==> config.mk <==
export PLATFORM = sky130hd
export DESIGN_NAME = req_rr_arbiter
export DESIGN_NICKNAME = d
export VERILOG_FILES = /design/src/rtl/req_arb_pkg.sv /design/src/rtl/req_rr_arbiter_rr_pick.sv /design/src/rtl/req_rr_arbiter.sv
export SDC_FILE = /design/constraint.sdc
export NUM_CORES = 1
export LEC_CHECK = 0
export ABC_AREA = 0
export ABC_CLOCK_PERIOD_IN_PS = 6100
export CORE_ASPECT_RATIO = 1.25
export CORE_MARGIN = 4
export CORE_UTILIZATION = 30
export DETAILED_ROUTE_END_ITERATION = 8
export MAX_ROUTING_LAYER = met4
export PLACE_DENSITY = 0.48
export SLEW_MARGIN = 20
export SYNTH_ARGS = -nofsm -noshare
export SYNTH_HDL_FRONTEND = slang
export SYNTH_SLANG_ARGS = --single-unit
==> constraint.sdc <==
create_clock -name clk_i -period 6.1 [get_ports clk_i]
set_input_delay 1.22 -clock clk_i [delete_from_list [all_inputs] [get_ports clk_i]]
set_output_delay 1.22 -clock clk_i [all_outputs]
set_load 0.1 [all_outputs]
==> src/rtl/req_arb_pkg.sv <==
// Shared constants, state encoding and reset values for the round-robin
// request arbiter and its picker.
package req_arb_pkg;

  localparam int N_REQ = 8;
  localparam int IDX_W = 3;

  typedef enum logic {
    IDLE  = 1'b0,
    OFFER = 1'b1
  } arb_state_e;

  localparam logic [N_REQ-1:0] GNT_RST = '0;
  localparam logic [IDX_W-1:0] IDX_RST = '0;

endpackage

==> src/rtl/req_rr_arbiter_rr_pick.sv <==
// Combinational round-robin picker: finds the first set pending bit at or
// after ptr, wrapping modulo N, and returns it as one-hot plus index.
module rr_pick
  import req_arb_pkg::*;
#(
  parameter int N = N_REQ,
  parameter int W = IDX_W
) (
  input  logic [N-1:0] pending_i,
  input  logic [W-1:0] ptr_i,
  output logic [N-1:0] onehot_o,
  output logic [W-1:0] index_o,
  output logic         any_o
);

  logic [N-1:0] rotated;
  logic [W-1:0] offset;

  // Rotating right by ptr puts the highest-priority candidate at bit 0.
  assign rotated = N'({pending_i, pending_i} >> ptr_i);

  always_comb begin
    offset = '0;
    for (int i = N - 1; i >= 0; i--) begin
      if (rotated[i]) begin
        offset = W'(i);
      end
    end
  end

  assign any_o    = |pending_i;
  assign index_o  = ptr_i + offset;
  assign onehot_o = any_o ? (N'(1) << index_o) : '0;

endmodule

==> src/rtl/req_rr_arbiter.sv <==
// Round-robin request arbiter: latches request pulses into a pending
// register and offers them one at a time under a valid/ready handshake.
module req_rr_arbiter
  import req_arb_pkg::*;
#(
  parameter int N = N_REQ,
  parameter int W = IDX_W
) (
  input  logic         clk_i,
  input  logic         rst_i,
  input  logic         en_i,
  input  logic [N-1:0] req_i,
  input  logic         ready_i,
  input  logic         clr_err_i,
  output logic         valid_o,
  output logic [N-1:0] gnt_o,
  output logic [W-1:0] idx_o,
  output logic [N-1:0] pending_o,
  output logic         drop_err_o
);

  arb_state_e   state_q, state_d;
  logic [W-1:0] ptr_q, ptr_d;
  logic [N-1:0] pending_q, pending_d;
  logic [N-1:0] gnt_q, gnt_d;
  logic [W-1:0] idx_q, idx_d;
  logic         valid_q, valid_d;
  logic         drop_err_q, drop_err_d;

  logic [N-1:0] set_vec;
  logic [N-1:0] clr_vec;
  logic         accept;
  logic         drop;

  logic [N-1:0] pick_onehot;
  logic [W-1:0] pick_index;
  logic         pick_any;

  rr_pick #(
    .N(N),
    .W(W)
  ) u_pick (
    .pending_i(pending_q),
    .ptr_i    (ptr_q),
    .onehot_o (pick_onehot),
    .index_o  (pick_index),
    .any_o    (pick_any)
  );

  // A new request on the bit being accepted this cycle re-arms it.
  assign accept    = valid_q & ready_i;
  assign set_vec   = req_i & {N{en_i}};
  assign clr_vec   = accept ? gnt_q : '0;
  assign pending_d = (pending_q & ~clr_vec) | set_vec;
  assign drop      = |(set_vec & pending_q & ~clr_vec);

  always_comb begin
    drop_err_d = drop_err_q;
    if (drop) begin
      drop_err_d = 1'b1;
    end else if (clr_err_i) begin
      drop_err_d = 1'b0;
    end
  end

  always_comb begin
    state_d = state_q;
    ptr_d   = ptr_q;
    gnt_d   = gnt_q;
    idx_d   = idx_q;
    valid_d = valid_q;
    unique case (state_q)
      IDLE: begin
        if (pick_any) begin
          gnt_d   = pick_onehot;
          idx_d   = pick_index;
          valid_d = 1'b1;
          state_d = OFFER;
        end
      end
      OFFER: begin
        if (ready_i) begin
          ptr_d   = idx_q + W'(1);
          gnt_d   = N'(GNT_RST);
          idx_d   = W'(IDX_RST);
          valid_d = 1'b0;
          state_d = IDLE;
        end
      end
      default: begin
        state_d = IDLE;
      end
    endcase
  end

  always_ff @(posedge clk_i) begin
    if (rst_i) begin
      state_q    <= IDLE;
      ptr_q      <= '0;
      pending_q  <= '0;
      gnt_q      <= N'(GNT_RST);
      idx_q      <= W'(IDX_RST);
      valid_q    <= 1'b0;
      drop_err_q <= 1'b0;
    end else begin
      state_q    <= state_d;
      ptr_q      <= ptr_d;
      pending_q  <= pending_d;
      gnt_q      <= gnt_d;
      idx_q      <= idx_d;
      valid_q    <= valid_d;
      drop_err_q <= drop_err_d;
    end
  end

  assign valid_o    = valid_q;
  assign gnt_o      = gnt_q;
  assign idx_o      = idx_q;
  assign pending_o  = pending_q;
  assign drop_err_o = drop_err_q;

endmodule

# --- Word level (Yosys, flattened, before mapping) ---
# Index checks and enable logic that the tools add are counted.
totals:
  word_cells: 49
  ff_bits: 25
classes:
  muxes: 23
  eq_ne: 2
  n_reduce_logical: 5
  n_addsub: 2
  shift: 2
  bitwise_logic: 8
ops:
  columns: ["operator", "n"]
  rows:
  - ["$and A8 B8 Y8", 4]
  - ["$mux W3", 10]
  - ["$mux W8", 3]
  - ["$pmux W8 S2", 1]
  - ["$reduce_or A8 Y1", 2]
  - ["$shr A16 B3 Y8", 1]
  - ["$not A8 Y8", 1]
  - ["$or A8 B8 Y8", 1]
  - ["$shl A1 B3 Y8 const A", 1]
  - ["$mux W1", 6]
  - ["$pmux W3 S2", 1]
  - ["$ne A2 B2 Y1 const B", 2]
  - ["$pmux W1 S2", 2]
  - ["$reduce_and A2 Y1", 2]
  - ["$add A3 B1 Y3 const B", 1]
  - ["$add A3 B3 Y3", 1]
  - ["$reduce_bool A2 Y1", 1]
  - ["$and A1 B1 Y1", 1]
  - ["$not A1 Y1", 1]

# --- Depth between registers and ports, before layout ---
# Gate-level depths: netlist of the first run.
logic_depth:
  depth_word: 13
  depth_mapped: 16

# --- By module ---
# Synthesis of the first run repeated with hierarchy kept, for this count alone.
unflattened:
  cells_unflattened: 230
  hier_area_um2: 1919.3
by_module_without_submodules:
  columns: ["module", "area_per_inst_um2", "seq_area_each_um2", "cells_each", "n_inst"]
  rows:
  - ["req_rr_arbiter", 979.7, 500.5, 112, 1]
  - ["rr_pick", 939.7, 0.0, 118, 1]

# --- Least setup slack after synthesis of the first run ---
# OpenSTA, ideal clock, no wires.
synth_timing:
  path_kind: "register to register"
  startpoint: "register pending_q[5], in the netlist pending_o[5]"
  endpoint: "register gnt_q[4], in the netlist gnt_o[4]"
  setup_slack_ns: 1.717
  synth_period_minus_slack_ns: 4.383
  setup_ns: 0.079
  required_time_ns: 6.021
  path_stages_with_launch: 16
  arrival_time_ns: 4.304
  cell_sequence: "dfxtp_1 > buf_2 > nor2b_1 > mux4_2 > or2_0 > o311a_1 > a211oi_1 > a31o_1 > ha_1 > inv_1 > fa_1 > inv_1 > or4_1 > nor4_1 > a31oi_1 > o211ai_1"
synth_via:
  elab_chain_cells: 13
  word_cells_on_any_way: 16
  cone_classes: "add/sub (1); eq/ne (1); shift (2); mux (10); reduce/logical (2)"
synth_lines:
  columns: ["element", "line_no", "text"]
  rows:
  - ["from (decl)", "req_rr_arbiter.sv:24", "logic [N-1:0] pending_q, pending_d;"]
  - ["from (signal assigned)", "req_rr_arbiter.sv:108", "pending_q <= pending_d;"]
  - ["$shr A16 B3 Y8", "req_rr_arbiter_rr_pick.sv:20", "assign rotated = N'({pending_i, pending_i} >> ptr_i);"]
  - ["$mux W3 (8 in series)", "req_rr_arbiter_rr_pick.sv:25", "if (rotated[i]) begin"]
  - ["$add A3 B3 Y3", "req_rr_arbiter_rr_pick.sv:32", "assign index_o = ptr_i + offset;"]
  - ["$shl A1 B3 Y8", "req_rr_arbiter_rr_pick.sv:33", "assign onehot_o = any_o ? (N'(1) << index_o) : '0;"]
  - ["$mux W8", "req_rr_arbiter.sv:74", "if (pick_any) begin"]
  - ["$pmux W8 S2", "req_rr_arbiter.sv:72", "unique case (state_q)"]
  - ["to (signal assigned)", "req_rr_arbiter.sv:101", "gnt_q <= N'(GNT_RST);"]
  - ["to (signal assigned)", "req_rr_arbiter.sv:109", "gnt_q <= gnt_d;"]
  - ["to (decl)", "req_rr_arbiter.sv:25", "logic [N-1:0] gnt_q, gnt_d;"]
# Parallel ways exist; a longest one is shown, timed or not. The select of a mux whose other input is x is not followed.
# A chain may end at the register's enable or synchronous reset.

# --- Worst setup path after layout of the first run ---
layout_timing:
  startpoint: "register ptr_q[1]"
  endpoint: "register gnt_q[4], in the netlist gnt_o[4]"
layout_via:
  elab_chain_cells: 13
layout_lines:
  columns: ["element", "line_no", "text"]
  rows:
  - ["from (decl)", "req_rr_arbiter.sv:23", "logic [W-1:0] ptr_q, ptr_d;"]
  - ["from (signal assigned)", "req_rr_arbiter.sv:107", "ptr_q <= ptr_d;"]
  - ["$shr A16 B3 Y8", "req_rr_arbiter_rr_pick.sv:20", null]
  - ["$mux W3 (8 in series)", "req_rr_arbiter_rr_pick.sv:25", null]
  - ["$add A3 B3 Y3 (*)", "req_rr_arbiter_rr_pick.sv:32", null]
  - ["$shl A1 B3 Y8 (*)", "req_rr_arbiter_rr_pick.sv:33", null]
  - ["$mux W8 (*)", "req_rr_arbiter.sv:74", null]
  - ["$pmux W8 S2 (*)", "req_rr_arbiter.sv:72", null]
# Every way passes the cells marked *; elsewhere a longest branch is shown, timed or not. The select of a mux whose other input is x is not followed.

==> flow_metrics.tcl, run 1 <==
set metrics [dict create \
    cts_hold_buffers 0 \
    grt_pass1_wl_um 9440 \
    vias_per_cell 5.38 \
    yosysTopAreaCell "dfxtp_1" \
    crit_path_top_delay_cell "dfxtp_1" \
    clock_latency_ns 0.27 \
    ys_seq_area_frac 0.242 \
    drv_cap 0 \
    synthesis.instances 249 \
    cpMostUsedCell "inv_1" \
    post_cts_buffers 0 \
    vias 1888 \
    synth_common_cells "nor2_1 (31), nand2_1 (27), dfxtp_1 (25)" \
    hold_violations 0 \
    synth_area_um2 2070 \
    core_area_um2 6650 \
    io_buffer_count 33 \
    drcViolationCount 0 \
    die_width_um 82.3 \
    cts_resized 0 \
    clk_path_buf_depth 2 \
    synth.top_cell.area_share 0.242 \
    finalMaxSlewViolations 0 \
    synth-seq-cells 25 \
    hold_path_class "reg -> reg" \
    fin_crit_sh 0.714 \
    grt_start_max_net_pins 23 \
    cts_sinks 25 \
    p_leak_nw 0.850 \
    dp_hpwl_um 4390 \
    async_flop_share 0 \
    synth_cell_type_count 52 \
    die-area_um2 8310 \
    skew_ns 0.00443 \
    totalWireLength_um 5890 \
    cts_buffers 3 \
    arrival_ns 4.55 \
    antenna_found_initial 0 \
    fp-row-count 33 \
    crit_path_max_incr_delay_ns 0.84 \
    path_cells "mux4_1, or2_0, o311a_1, a211oi_1, a31o_1, ha_1, inv_1, fa_1, inv_1, or4_1, nor4_1, a31oi_1, o211ai_1" \
    p_per_area_nw_per_um2 264 \
    dr.first_iter.drc_count 107 \
    final_net_count 281 \
    cp_max_fo 19 \
    setup_viol 0 \
    final.setup.tns_ns 0 \
    yosysMostFrequentCell "nor2_1" \
    syn_nets 265 \
    area_delta_synth_final_pct 16.4 \
    start_kind "register" \
    ir_drop_mv 0.126 \
    layout-drive-gt1-share 0.0985 \
    first_pass_iters 4 \
    grt_pass1_vias 1790 \
    wl_per_cell_um 16.8 \
    routabilityCongestion 0.792 \
    synth_edf_count 0 \
    grtUsageTotal 0.150 \
    cts_tree "built" \
    yosys_most_used_dff "dfxtp_1" \
    fp.dieH_um 101 \
    ant_nets 0 \
    tightest_slew_ns 0.980 \
    syn_avg_cell_area_um2 8.32 \
    cp.required_ns 6.29 \
    dp.cells 347 \
    cp-end-kind "register" \
    yosys_warnings 0 \
    grt_setup_unrepaired "no" \
    path_buf_inv 2 \
    synth.area.top_cells "dfxtp_1 (24%), nor2_1 (5.6%), mux4_2 (5.4%)" \
    cts.htree.levels 1 \
    grt_overflow 0 \
    fmax_ghz 0.230 \
    diodes 0 \
    num_io_pins 34 \
    cts_root_buf "clkbuf_8" \
    crit_family "simple AND/OR/NAND/NOR gates" \
    layoutNonFillerInstCount 351 \
    critical_path_class "reg -> reg" \
    clk_pin_slew_ns 0.08 \
    initial_utilization 0.312 \
    fin_crit_ns 4.36 \
    outcome "complete, no violations" \
    slew_headroom 0.345 \
]
placed cells by master, fill, tap and decap left out, drive strengths merged, types with 4 or more instances in the layout:
master | Yosys | final
o21ai | 4 | 4
nor2 | 31 | 31
mux2i | 8 | 8
nor2b | 6 | 6
nor4 | 10 | 10
a21oi | 8 | 8
clkdlybuf4s50 | 0 | 33
nand2 | 27 | 27
a22oi | 10 | 10
nand3 | 11 | 11
a31oi | 9 | 9
o211ai | 10 | 10
mux2 | 6 | 6
inv | 13 | 13
dfxtp | 25 | 25
mux4 | 8 | 8
clkbuf | 8 | 4
nand4 | 6 | 6
a211oi | 4 | 4
through the flow:
stage | hold WS [ns] | power [mW] | setup slack (ns) | cell area, um^2 | utilization
3_5_place_dp | 0.463 | 0.541 | 1.79 | 2370 | 0.356
4_1_cts | 0.473 | 0.641 | 1.75 | 2410 | 0.363
2_1_floorplan | 0.637 | 0.470 | 1.72 | 2070 | -
5_1_grt | 0.494 | 0.674 | 1.45 | 2410 | 0.363
3_3_place_gp | 0.464 | 0.542 | 1.90 | 2370 | 0.356
6_report | 0.471 | 0.636 | 1.74 | 2410 | 0.363
cells by family (layout without fill, tap and decap cells):
kind of cell | Yosys count | count (layout) | synth area share
AND/OR/NAND/NOR | 105 | 105 | 0.253
AO/OA/AOI/OAI | 57 | 57 | 0.208
buffers and inverters | 36 | 51 | 0.0996
flip-flops | 25 | 25 | 0.242
multiplexers | 22 | 22 | 0.171
adder cells (fa/ha/maj) | 3 | 3 | 0.0217
XOR/XNOR | 1 | 1 | 0.00423
flip-flops by register name (all words and copies together) (netlist names):
register and flops:
valid_o 1, state_q 1, gnt_o 8, pending_o 8, ptr_q 3, drop_err_o 1
idx_o 3
worst min-delay path: stages (launching register included):
cell and delay, ns:
dfxtp_1 0.32, nand2b_1 0.06, a21oi_1 0.05
layer usage:
| layer | global-route usage | up-vias | wire [um] |
|---|---|---|---|
| li1 | - | 946 | - |
| met1 | 0.197 | 891 | 2640 |
| met2 | 0.240 | 41 | 2980 |
| met3 | 0.00984 | 10 | 159 |
| met4 | 0.0512 | 0 | 114 |
| met5 | - | - | 0 |
layout make-up:
class / count / area, um^2
Clock buffer: 4 / 45.0
Tap cell: 87 / 109
Timing Repair Buffer: 34 / 338
Inverter: 13 / 53.8
Sequential cell: 25 / 500
Fill cell: 690 / 4240
Multi-Input combinational cell: 188 / 1370
where the power goes:
part | total (mW) | switching [mW] | internal, mW
logic | 0.319 | 0.215 | 0.104
clock network | 0.0995 | 0.0527 | 0.0467
registers | 0.218 | 0.0374 | 0.181
total | 0.636 | 0.305 | 0.331
final timing paths:
kind,startpoint,to,slack [ns],cells after the start
setup reg to reg,ptr_q[1],gnt_o[4],1.74,13
hold reg to reg,drop_err_o,drop_err_o,0.47,2
setup / recovery,ptr_q[1],gnt_o[4],1.74,13
hold / removal,drop_err_o,drop_err_o,0.47,2
(Power assumes the default switching activity.)
==> inputs of run 2 (changes only) <==
ABC_CLOCK_PERIOD_IN_PS = 4150   (was 6100)
clock period = 4.15 ns   (was 6.1 ns; I/O delays follow)
==> flow_metrics.tcl, run 2 (synthesis results as in run 1) <==
set metrics [dict create \
    area_delta_synth_final_pct 21.0 \
    grt_pass1_wl_um 9590 \
    antenna_found_initial 0 \
    ir_drop_mv 0.123 \
    fin_crit_sh 0.951 \
    clk_path_buf_depth 2 \
    vias 1952 \
    hold_violations 0 \
    finalMaxSlewViolations 0 \
    num_io_pins 34 \
    p_per_area_nw_per_um2 382 \
    tightest_slew_ns 0.983 \
    grt_setup_unrepaired "no" \
    grt_overflow 0 \
    clock_latency_ns 0.27 \
    layout-drive-gt1-share 0.161 \
    cp.required_ns 4.35 \
    routabilityCongestion 0.860 \
    dr.first_iter.drc_count 87 \
    start_kind "register" \
    cts_hold_buffers 0 \
    diodes 0 \
    critical_path_class "reg -> reg" \
    post-route-cell-area_um2 2510 \
    cts_tree "built" \
    fmax_ghz 0.253 \
    utilization 0.377 \
    grt_start_max_net_pins 20 \
    skew_ns 0.00906 \
    ant_nets 0 \
    pre_cts_ws_ns 0.218 \
    fin_crit_ns 3.95 \
    grt_pass1_vias 1903 \
    first_pass_iters 4 \
    slew_headroom 0.343 \
    cts.htree.levels 1 \
    most-common-layout-cells "clkdlybuf4s50_1 (33), nor2_1 (31), nand2_1 (27)" \
    hold_path_class "reg -> reg" \
    arrival_ns 4.15 \
    die_width_um 82.3 \
    final_common_cell "clkdlybuf4s50_1" \
    grtUsageTotal 0.155 \
    layout_setup_ws_ns 0.202 \
    cts_buffers 3 \
    outcome "complete, no violations" \
    io_buffer_count 33 \
    clk_pin_slew_ns 0.10 \
    wl_per_cell_um 17.0 \
    cts_sinks 25 \
    cp-end-kind "register" \
    fp-row-count 33 \
    final.setup.tns_ns 0 \
    cp_max_fo 8 \
    fp.dieH_um 101 \
    drcViolationCount 0 \
    core_area_um2 6650 \
    drv_cap 0 \
    initial_utilization 0.312 \
    post_cts_buffers 0 \
    dp.cells 356 \
    vias_per_cell 5.42 \
    placement.cell_area_um2 2440 \
    setup_viol 0 \
    cts_root_buf "clkbuf_8" \
    layoutNonFillerInstCount 360 \
    die-area_um2 8310 \
    final_net_count 290 \
    dp_hpwl_um 4740 \
    p_leak_nw 0.900 \
    totalWireLength_um 6130 \
]
==> run 2: where the power goes <==
group	leakage [nW]	switching (mW)	internal (mW)	total [mW]
Sequential	0.208	0.0410	0.266	0.307
Clock	0.0217	0.0847	0.0681	0.153
Combinational	0.671	0.336	0.161	0.497
==> run 2: through the flow <==
step	power, mW	hold WS (ns)
final	0.957	0.480
after global routing	1.01	0.528
after CTS	0.961	0.488
after detailed placement	0.806	0.471
after global placement	0.808	0.463
after floorplan	0.692	0.637
==> run 2: critical path, cell delays in order, from the launching register on <==
cell      delay [ns]
dfxtp_1         0.40
buf_4           0.20
mux4_1          0.48
or2_0           0.22
o311a_1         0.36
a211oi_1        0.25
a31o_1          0.16
ha_1            0.15
inv_1           0.05
fa_2            0.58
inv_1           0.11
or4_1           0.56
nor4_1          0.18
a31oi_1         0.07
o211ai_1        0.12
==> run 2: path summary, 6_finish.rpt <==
check                                   from    endpoint  slack (ns)  cells past startpoint
worst min register to register    drop_err_o  drop_err_o        0.48                      2
worst min-delay path              drop_err_o  drop_err_o        0.48                      2
worst max register to register  pending_o[4]    gnt_o[0]        0.20                     14
worst max-delay path            pending_o[4]    gnt_o[0]        0.20                     14
==> run 2: routing by layer <==
| layer | up-vias | global-route usage | wire [um] |
|---|---|---|---|
| met2 | 31 | 0.275 | 3210 |
| met4 | 0 | 0.0332 | 59 |
| li1 | 970 | - | - |
| met3 | 4 | 0.0134 | 135 |
| met1 | 947 | 0.188 | 2720 |
| met5 | - | - | 0 |
==> run 2: what timing repair did <==
action | in CTS | in global routing
endpoints found under the setup margin | 0 | 2
resized for setup | 0 | 5
endpoints found under the hold margin | 0 | 0
==> run 2: final cells by class <==
cell class                      count  area, um^2
Clock buffer                        3        41.3
Clock inverter                      1        7.51
Fill cell                         692        4140
Inverter                           13        53.8
Multi-Input combinational cell    188        1380
Sequential cell                    25         512
Tap cell                           87         109
Timing Repair Buffer               43         405
